`config.mk`:
```
export PLATFORM = sky130hd
export DESIGN_NAME = load_scoreboard_hazard_unit
export DESIGN_NICKNAME = d
export VERILOG_FILES = /design/src/rtl/core_pkg.sv /design/src/rtl/hazard_perf_counter.sv /design/src/rtl/load_scoreboard_hazard_unit.sv
export SDC_FILE = /design/constraint.sdc
export NUM_CORES = 1
export LEC_CHECK = 0
export BUFFER_PORTS_ARGS = -buffer_cell sky130_fd_sc_hd__buf_2
export CELL_PAD_IN_SITES_DETAIL_PLACEMENT = 1
export CELL_PAD_IN_SITES_GLOBAL_PLACEMENT = 2
export CORE_MARGIN = 3
export CORE_UTILIZATION = 30
export CTS_BUF_LIST = sky130_fd_sc_hd__clkbuf_2
export DETAILED_ROUTE_END_ITERATION = 16
export GPL_ROUTABILITY_DRIVEN = 0
export PLACE_DENSITY_LB_ADDON = 0.05
export SYNTH_ARGS = -nofsm -noshare
export SYNTH_HDL_FRONTEND = slang
export SYNTH_HIERARCHICAL = 1
export SYNTH_SLANG_ARGS = --single-unit
```
`constraint.sdc`:
```
create_clock -name clk_i -period 3.98 [get_ports clk_i]
set_input_delay 0.796 -clock clk_i [delete_from_list [all_inputs] [get_ports clk_i]]
set_output_delay 0.796 -clock clk_i [all_outputs]
set_load 0.05 [all_outputs]
```
`src/rtl/core_pkg.sv`:
```
// rtl/core_pkg.sv - shared core types and constants for the load scoreboard hazard unit
package core_pkg;

  localparam int REG_ADDR_WIDTH       = 5;
  localparam int NUM_ARCH_REGS        = 2 ** REG_ADDR_WIDTH;
  localparam int MAX_OUTSTAND_DEFAULT = 4;

  typedef enum logic [1:0] {
    HZ_NONE = 2'd0,
    HZ_RAW  = 2'd1,
    HZ_WAW  = 2'd2,
    HZ_FULL = 2'd3
  } hz_cause_t;

endpackage

```
`src/rtl/hazard_perf_counter.sv`:
```
// rtl/hazard_perf_counter.sv - saturating 32-bit event counter with enable
module hazard_perf_counter (
  input  logic        clk_i,
  input  logic        rst_i,
  input  logic        en_i,
  output logic [31:0] count_o
);

  // Count enabled cycles, sticking at all-ones instead of wrapping.
  always_ff @(posedge clk_i or posedge rst_i) begin
    if (rst_i) begin
      count_o <= '0;
    end else if (en_i && (count_o != 32'hFFFF_FFFF)) begin
      count_o <= count_o + 32'd1;
    end
  end

endmodule

```
`src/rtl/load_scoreboard_hazard_unit.sv`:
```
// rtl/load_scoreboard_hazard_unit.sv - ID-stage pending-load scoreboard and stall generator; HAZARD_PERF_CNT_EN adds perf counters
module load_scoreboard_hazard_unit
  import core_pkg::*;
#(
  parameter int NUM_RS       = 2,
  parameter int MAX_OUTSTAND = MAX_OUTSTAND_DEFAULT
) (
  input  logic                             clk_i,
  input  logic                             rst_i,
  input  logic [NUM_RS*REG_ADDR_WIDTH-1:0] rs_addr_ID_i,
  input  logic [NUM_RS-1:0]                rs_used_ID_i,
  input  logic [REG_ADDR_WIDTH-1:0]        rd_addr_ID_i,
  input  logic                             RegWrite_ID_i,
  input  logic                             MemRead_ID_i,
  input  logic [REG_ADDR_WIDTH-1:0]        rd_addr_EX_i,
  input  logic                             MemRead_EX_i,
  input  logic                             valid_EX_i,
  input  logic                             flush_EX_i,
  input  logic                             load_done_i,
  input  logic [REG_ADDR_WIDTH-1:0]        load_done_rd_i,
  output logic                             stall_o,
  output hz_cause_t                        stall_cause_o,
`ifdef HAZARD_PERF_CNT_EN
  output logic [31:0]                      stall_cycles_o,
  output logic [31:0]                      raw_stalls_o,
`endif
  output logic [3:0]                       outstanding_o
);

  logic [NUM_ARCH_REGS-1:1] pending_q;
  logic [NUM_ARCH_REGS-1:1] pending_d;
  logic [3:0]               cnt_q;
  logic [4:0]               cnt_sum;
  logic [NUM_ARCH_REGS-1:0] live_vec;
  logic [NUM_ARCH_REGS-1:0] raw_vec;
  logic                     issue;
  logic                     retire;
  logic                     raw_hit;
  logic                     waw_hit;
  logic                     full_hit;

  assign issue  = valid_EX_i & MemRead_EX_i & ~flush_EX_i & (rd_addr_EX_i != '0);
  assign retire = load_done_i & (load_done_rd_i != '0);

  // Per-register liveness, next scoreboard; a same-cycle issue outranks a retire.
  always_comb begin
    live_vec  = '0;
    raw_vec   = '0;
    pending_d = pending_q;
    for (int r = 1; r < NUM_ARCH_REGS; r++) begin
      live_vec[r] = pending_q[r] | (issue & (rd_addr_EX_i == REG_ADDR_WIDTH'(r)));
      raw_vec[r]  = (pending_q[r] & ~(retire & (load_done_rd_i == REG_ADDR_WIDTH'(r))))
                  | (issue & (rd_addr_EX_i == REG_ADDR_WIDTH'(r)));
      if (issue && (rd_addr_EX_i == REG_ADDR_WIDTH'(r))) begin
        pending_d[r] = 1'b1;
      end else if (retire && (load_done_rd_i == REG_ADDR_WIDTH'(r))) begin
        pending_d[r] = 1'b0;
      end
    end
  end

  // Next in-flight count; an unmatched retire at zero holds the count at zero.
  always_comb begin
    cnt_sum = {1'b0, cnt_q} + {4'd0, issue};
    if (retire && (cnt_sum != 5'd0)) begin
      cnt_sum = cnt_sum - 5'd1;
    end
  end

  // Hazard detection and cause priority RAW > WAW > FULL.
  always_comb begin
    raw_hit = 1'b0;
    for (int k = 0; k < NUM_RS; k++) begin
      raw_hit = raw_hit | (rs_used_ID_i[k] & raw_vec[rs_addr_ID_i[k*REG_ADDR_WIDTH +: REG_ADDR_WIDTH]]);
    end
    waw_hit  = RegWrite_ID_i & live_vec[rd_addr_ID_i];
    full_hit = MemRead_ID_i & (cnt_sum >= 5'(MAX_OUTSTAND));
    stall_o  = raw_hit | waw_hit | full_hit;
    if (raw_hit) begin
      stall_cause_o = HZ_RAW;
    end else if (waw_hit) begin
      stall_cause_o = HZ_WAW;
    end else if (full_hit) begin
      stall_cause_o = HZ_FULL;
    end else begin
      stall_cause_o = HZ_NONE;
    end
  end

  assign outstanding_o = cnt_q;

  // Scoreboard and in-flight counter state.
  always_ff @(posedge clk_i or posedge rst_i) begin
    if (rst_i) begin
      pending_q <= '0;
      cnt_q     <= '0;
    end else begin
      pending_q <= pending_d;
      cnt_q     <= cnt_sum[3:0];
    end
  end

`ifdef HAZARD_PERF_CNT_EN
  hazard_perf_counter u_stall_cnt (
    .clk_i   (clk_i),
    .rst_i   (rst_i),
    .en_i    (stall_o),
    .count_o (stall_cycles_o)
  );

  hazard_perf_counter u_raw_cnt (
    .clk_i   (clk_i),
    .rst_i   (rst_i),
    .en_i    (raw_hit),
    .count_o (raw_stalls_o)
  );

  // A retire with nothing in flight means the memory side broke protocol.
  always_ff @(posedge clk_i) begin
    if (!rst_i) begin
      assert (!(retire && !issue && (cnt_q == 4'd0)));
    end
  end
`endif

endmodule
```
==> flow_metrics.py, run 1 <==
metrics = {
    "sta": {
        "finalMaxSlewViolations": 0,
        "fin_crit_sh_pct": 108,
        "setup_violations": 3,
        "skew_ps": 0.159,
        "worstMarginPinSlew_ps": 504,
        "relSlewSlack_pct": 66.4,
        "fin_crit_ps": 4300,
        "fmax_mhz": 232,
        "hold_viol_final": 0,
        "rsz0062_at_grt": "yes",
        "setup_slack_ps": -322,
    },
    "clock_tree": {
        "clock_path_buffers": 2,
        "cts_tree": "yes",
        "clock_latency_ps": 400,
        "clock_sinks": 35,
        "h-tree-depth": 2,
        "cts-hold-fix-buffers": 0,
        "root_buffer": "clkbuf_2",
        "cts_buffers": 5,
        "path_clk_slew_ps": 220,
    },
    "detailed_routing": {
        "avgRoutedWirePerCell_um": 22.4,
        "drc": 0,
        "finalWirelength_mm": 13.7,
        "antenna_left": 0,
        "drt-initial-drc-count": 228,
        "vias_per_cell": 5.89,
        "first_pass_iters": 5,
        "vias": 3619,
    },
    "synthesis": {
        "ys_warn_count": 6,
        "async_flop_share_pct": 100,
        "yosys-top-cells-area": "dfrtp_1, o21ai_0, mux4_2, nand2_1, nand3_1",
        "synth.yosys.seq_area_share_pct": 28.5,
        "syn_nets": 415,
        "synth_edf_count": 0,
        "synth_ff_type": "dfrtp_1",
        "syn_area_um2": 3070,
        "yosys.area.top_type_share_pct": 28.5,
        "synth_top_area_cell": "dfrtp_1",
        "syn_inst": 376,
        "synth_seq_cells": 35,
        "synth_cell_types": 62,
        "syn_avg_cell_area_um2": 8.18,
    },
    "layout": {
        "layout_common_cells": "buf_4, buf_2, nand2_1, dfrtp_1, o21ai_0",
        "final_common_cell": "buf_4",
        "fin_area_um2": 4170,
        "area_growth_pct": 35.8,
        "final_nets": 519,
        "drive_gt1_share_pct": 31.8,
        "multiInputGateArea_um2": 2110,
        "diodes": 0,
        "finalNonFillerCells": 614,
        "seqCellArea_um2": 876,
        "fill_cells": 1217,
    },
    "floorplan": {
        "fp-row-count": 36,
        "fp.dieH_um": 107,
        "die-area_um2": 11500,
        "core_area_um2": 9860,
        "die_w_um": 107,
        "start_util_pct": 31.2,
        "ios": 42,
    },
    "critical_path": {
        "required_ps": 3180,
        "slowest_delay_ps": 270,
        "cp_max_fo": 3,
        "critPathArrivalTime_ps": 3510,
        "worst-path-buf-inv": 3,
        "path_delay_family": "compound AO/OA/AOI/OAI gates",
        "end_kind": "output pin",
        "cp_slowest_cell": "or2_4",
        "critical_path_class": "in2out",
        "rrSetupSlack_ps": 2140,
        "start_kind": "input port",
        "crit_chain": "buf_6 -> or2_4 -> nor4_4 -> nor3_2 -> ha_2 -> ha_4 -> xor2_4 -> o2bb2a_4 -> o211ai_1 -> xnor2_1 -> a21o_1 -> a211oi_2 -> buf_4 -> a211oi_4 -> buf_6",
        "cp_common_cell": "buf_6",
    },
    "power": {
        "max-vdd-ir-drop_v": 0.000279,
        "power_density_nw_per_um2": 387,
        "p_leak_uw": 0.00182,
    },
    "run_status": {
        "run_status": "finished with violations",
        "failed_checks": "setup timing",
    },
    "grt": {
        "grt_pass1_vias": 3696,
        "grt_max_degree": 36,
        "antenna_found_initial": 0,
        "grtUsageTotal_pct": 24.0,
        "grt_pass1_wl_mm": 21.2,
        "overflow": 0,
    },
    "run": {
        "cap_violations": 0,
    },
    "placed_design": {
        "placedCellCount": 601,
        "io_buffers": 41,
        "hpwl_mm": 10.9,
        "dpl-instance-area_um2": 4000,
    },
    "min_path": {
        "hp-class": "in2async",
    },
}
==> power by group <==
part / switching (µW) / internal, µW
clock: 142 / 169
sequential: 59.4 / 415
combinational: 471 / 360
==> timing repair <==
action                                 CTS  global route
buffers inserted                         5             0
setup endpoints to repair                3             3
pin swaps                                8             2
endpoints found under the hold margin    0             0
resized for setup                        9             0
==> synth_stat cells, drive strengths merged, types with 2 or more instances <==
| cell type | n |
|---|---|
| nand3b | 4 |
| o22ai | 3 |
| nand4b | 3 |
| inv | 19 |
| o31ai | 5 |
| nor2 | 16 |
| o311a | 2 |
| nand3 | 26 |
| a221oi | 2 |
| a32oi | 6 |
| mux4 | 6 |
| nand2 | 35 |
| dfrtp | 35 |
| ha | 4 |
| o21ai | 43 |
| nand4 | 3 |
| a31oi | 18 |
| nor4 | 2 |
| a211oi | 9 |
| o311ai | 3 |
| mux2i | 6 |
| clkbuf | 14 |
| a311oi | 7 |
| and2 | 9 |
| o21a | 5 |
| nand4bb | 4 |
| xnor2 | 7 |
| o211ai | 16 |
| nor2b | 6 |
| o2111ai | 4 |
| o221ai | 3 |
| a41oi | 2 |
| nor3 | 2 |
| or2 | 4 |
| a21oi | 7 |
| nand2b | 7 |
| buf | 11 |
==> worst min-delay path, cell delays in order <==
cell and delay [ps]:
buf_2 90, inv_1 40, buf_4 420
==> registers in the layout, summed over array words and instances, names as in the netlist <==
register and cells:
pending_q 31, outstanding_o 4
==> area by class of cell <==
| cell class | count | share of cell area [%] |
|---|---|---|
| Clock buffer | 5 | 0.600 |
| Sequential cell | 35 | 21.0 |
| Multi-Input combinational cell | 297 | 50.4 |
| Clock inverter | 3 | 1.62 |
| Inverter | 19 | 1.71 |
| Timing Repair Buffer | 122 | 20.7 |
| Tap cell | 133 | 3.99 |
==> layer usage <==
| metal | vias up | routed length [µm] | track usage (%) |
|---|---|---|---|
| met1 | 1828 | 6300 | 33.9 |
| met2 | 112 | 6450 | 39.0 |
| met5 | - | 0 | 0 |
| met4 | 0 | 233 | 5.48 |
| met3 | 16 | 752 | 2.83 |
| li1 | 1663 | - | - |
==> kinds of logic (layout without fill, tap and decap cells) <==
group                    count (synthesis)  in the layout  synth area share, %
AND/OR/NAND/NOR                        128            128                 22.3
buffers and inverters                   44            149                 5.94
AO/OA/AOI/OAI                          145            145                 33.0
XOR/XNOR                                 8              8                 2.28
adder cells (fa/ha/maj)                  4              4                 1.63
flip-flops                              35             35                 28.5
multiplexers                            12             12                 6.35
==> final timing paths <==
check | from | end | depth (start not counted)
setup / recovery | rd_addr_EX_i[0] | stall_cause_o[1] | 15
hold / removal | rst_i | outstanding_o[2] | 3
setup reg to reg | outstanding_o[0] | outstanding_o[2] | 8
hold reg to reg | pending_q[31] | pending_q[31] | 2
max in group asynchronous | rst_i | pending_q[14] | 3
min in group clk_i | pending_q[31] | pending_q[31] | 2
==> per-stage QoR <==
stage | setup WS (ps) | hold WS (ps) | TNS, ps | power [µW] | utilization [%]
4_1_cts | -281 | 457 | -706 | 1610 | 42.3
6_report | -322 | 454 | -887 | 1620 | 42.3
3_3_place_gp | -360 | 554 | -861 | 1230 | 40.6
2_1_floorplan | -348 | 488 | -594 | 932 | -
3_5_place_dp | -413 | 569 | -1020 | 1240 | 40.6
5_1_grt | -431 | 500 | -1220 | 1700 | 42.3
No activity file was read; power rests on OpenSTA's default activity.
==> inputs of run 2 (changes only) <==
--- a/config.mk
+++ b/config.mk
@@ -6,6 +6,7 @@
 export NUM_CORES = 1
 export LEC_CHECK = 0
 export BUFFER_PORTS_ARGS = -buffer_cell sky130_fd_sc_hd__buf_2
+export CAP_MARGIN = 20
 export CELL_PAD_IN_SITES_DETAIL_PLACEMENT = 1
 export CELL_PAD_IN_SITES_GLOBAL_PLACEMENT = 2
 export CORE_MARGIN = 3
@@ -14,6 +15,7 @@
 export DETAILED_ROUTE_END_ITERATION = 16
 export GPL_ROUTABILITY_DRIVEN = 0
 export PLACE_DENSITY_LB_ADDON = 0.05
+export REMOVE_ABC_BUFFERS = 1
 export SYNTH_ARGS = -nofsm -noshare
 export SYNTH_HDL_FRONTEND = slang
 export SYNTH_HIERARCHICAL = 1
==> run 2 against run 1 <==
Clock skew increased by 0.68 ps. Global-route usage down 0.076 points. Core utilization decreased by 0.98 points. Non-clock buffer count down 11. Combinational power is 4.1% lower. Final area fell by 2.3%. Critical path type unchanged. Cell count is 1.8% lower. Sequential power is essentially flat. Sequential share of layout area rose by 0.50 points. Largest power group unchanged. First-iteration DRC count rose by 11%. Power is 2.2% lower. The flow still finishes with violations (setup timing).
==> flow_metrics.py, run 2 (synthesized netlist as in run 1, its figures left out) <==
metrics = {
    "floorplan": {
        "fp-row-count": 36,
        "start_util_pct": 31.2,
        "ios": 42,
        "die_w_um": 107,
        "fp.dieH_um": 107,
        "die-area_um2": 11500,
        "core_area_um2": 9860,
    },
    "layout": {
        "fill_cells": 1204,
        "layout_common_cells": "buf_4, buf_2, nand2_1, dfrtp_1, o21ai_0",
        "fin_area_um2": 4080,
        "largest_reg_flops": 31,
        "final_common_cell": "buf_4",
        "diodes": 0,
        "drive_gt1_share_pct": 30.4,
        "final_nets": 508,
        "area_growth_pct": 32.6,
        "top_register": "pending_q",
    },
    "min_path": {
        "hp-class": "in2async",
    },
    "grt": {
        "overflow": 0,
        "antenna_found_initial": 0,
        "grt_pass1_wl_mm": 21.0,
        "grt_max_degree": 36,
        "grtUsageTotal_pct": 23.9,
        "grt_pass1_vias": 3657,
    },
    "placed_design": {
        "io_buffers": 41,
        "hpwl_mm": 10.6,
        "dpl-instance-area_um2": 3870,
        "place_ws_ps": -538,
    },
    "clock_tree": {
        "clock_latency_ps": 390,
        "cts_tree": "yes",
        "h-tree-depth": 2,
        "path_clk_slew_ps": 210,
        "root_buffer": "clkbuf_2",
        "cts_buffers": 5,
        "clock_sinks": 35,
        "clock_path_buffers": 2,
    },
    "critical_path": {
        "end_kind": "output pin",
        "critical_path_class": "in2out",
        "rrSetupSlack_ps": 2170,
        "critPathArrivalTime_ps": 3440,
        "required_ps": 3180,
        "start_kind": "input port",
        "cp_max_fo": 3,
    },
    "run": {
        "cap_violations": 0,
    },
    "sta": {
        "setup_slack_ps": -256,
        "fin_crit_ps": 4240,
        "worstMarginPinSlew_ps": 517,
        "setup_violations": 3,
        "fin_crit_sh_pct": 106,
        "hold_viol_final": 0,
        "finalMaxSlewViolations": 0,
        "skew_ps": 0.837,
        "relSlewSlack_pct": 65.5,
        "fmax_mhz": 236,
        "rsz0062_at_grt": "yes",
    },
    "detailed_routing": {
        "antenna_left": 0,
        "vias_per_cell": 5.83,
        "vias": 3514,
        "first_pass_iters": 4,
        "drc": 0,
        "drt-initial-drc-count": 254,
        "finalWirelength_mm": 13.4,
        "avgRoutedWirePerCell_um": 22.2,
    },
    "power": {
        "max-vdd-ir-drop_v": 0.000246,
        "p_leak_uw": 0.00176,
        "power_density_nw_per_um2": 388,
    },
    "run_status": {
        "failed_checks": "setup timing",
        "run_status": "finished with violations",
    },
}
==> run 2: path summary, 6_finish.rpt <==
kind	to	cells past startpoint	startpoint
min in group clk_i	pending_q[31]	2	pending_q[31]
max in group asynchronous	outstanding_o[1]	3	rst_i
worst max-delay path	stall_cause_o[1]	16	rd_addr_EX_i[1]
worst max register to register	outstanding_o[2]	7	outstanding_o[0]
worst min-delay path	pending_q[4]	3	rst_i
worst min register to register	pending_q[31]	2	pending_q[31]
==> run 2: final cells by class <==
cell class	count	area [µm²]	share of cell area, %
inverter	19	71.3	1.75
sequential	35	876	21.5
tap	133	166	4.08
timing repair buffer	111	771	18.9
multi-input combinational	297	2100	51.5
clock buffer	5	25.0	0.614
clock inverter	3	67.6	1.66
==> run 2: critical path, stage by stage <==
cell	delay, ps
buf_6	100
or2_4	260
nor4_4	140
nor3_2	90
ha_2	190
ha_4	180
xor2_4	190
buf_6	140
a211oi_2	200
o211ai_1	130
xnor2_1	230
a21o_1	160
a211oi_2	80
buf_4	160
a211oi_2	210
buf_6	190
==> run 2: where the power goes <==
| part | switching, µW | total, µW | internal (µW) |
|---|---|---|---|
| logic | 459 | 797 | 339 |
| clock network | 139 | 308 | 169 |
| registers | 61.2 | 476 | 415 |
==> run 2: what timing repair did <==
item	4_1_cts	5_1_grt
hold buffers	0	0
pin swaps	11	10
setup buffers	1	0
hold endpoints to repair	0	0
gates resized for setup	18	3
setup endpoints to repair	3	3
==> run 2: layer usage <==
metal | part of all wire (%) | GRT usage (%)
met5 | 0 | 0
met4 | 0.92 | 5.75
met3 | 5.8 | 4.58
met2 | 46 | 38.9
met1 | 47 | 32.6
==> run 2: per-stage QoR <==
| step | TNS [ps] | hold slack (ps) | utilization, % | cells | total power, µW |
|---|---|---|---|---|---|
| 2_1_floorplan | -1940 | 488 | - | 351 | 874 |
| 3_3_place_gp | -1220 | 565 | 39.2 | 594 | 1200 |
| 3_5_place_dp | -1510 | 569 | 39.2 | 594 | 1210 |
| 4_1_cts | -940 | 460 | 41.2 | 603 | 1580 |
| 5_1_grt | -1140 | 486 | 41.3 | 603 | 1680 |
| 6_report | -694 | 459 | 41.3 | 603 | 1580 |
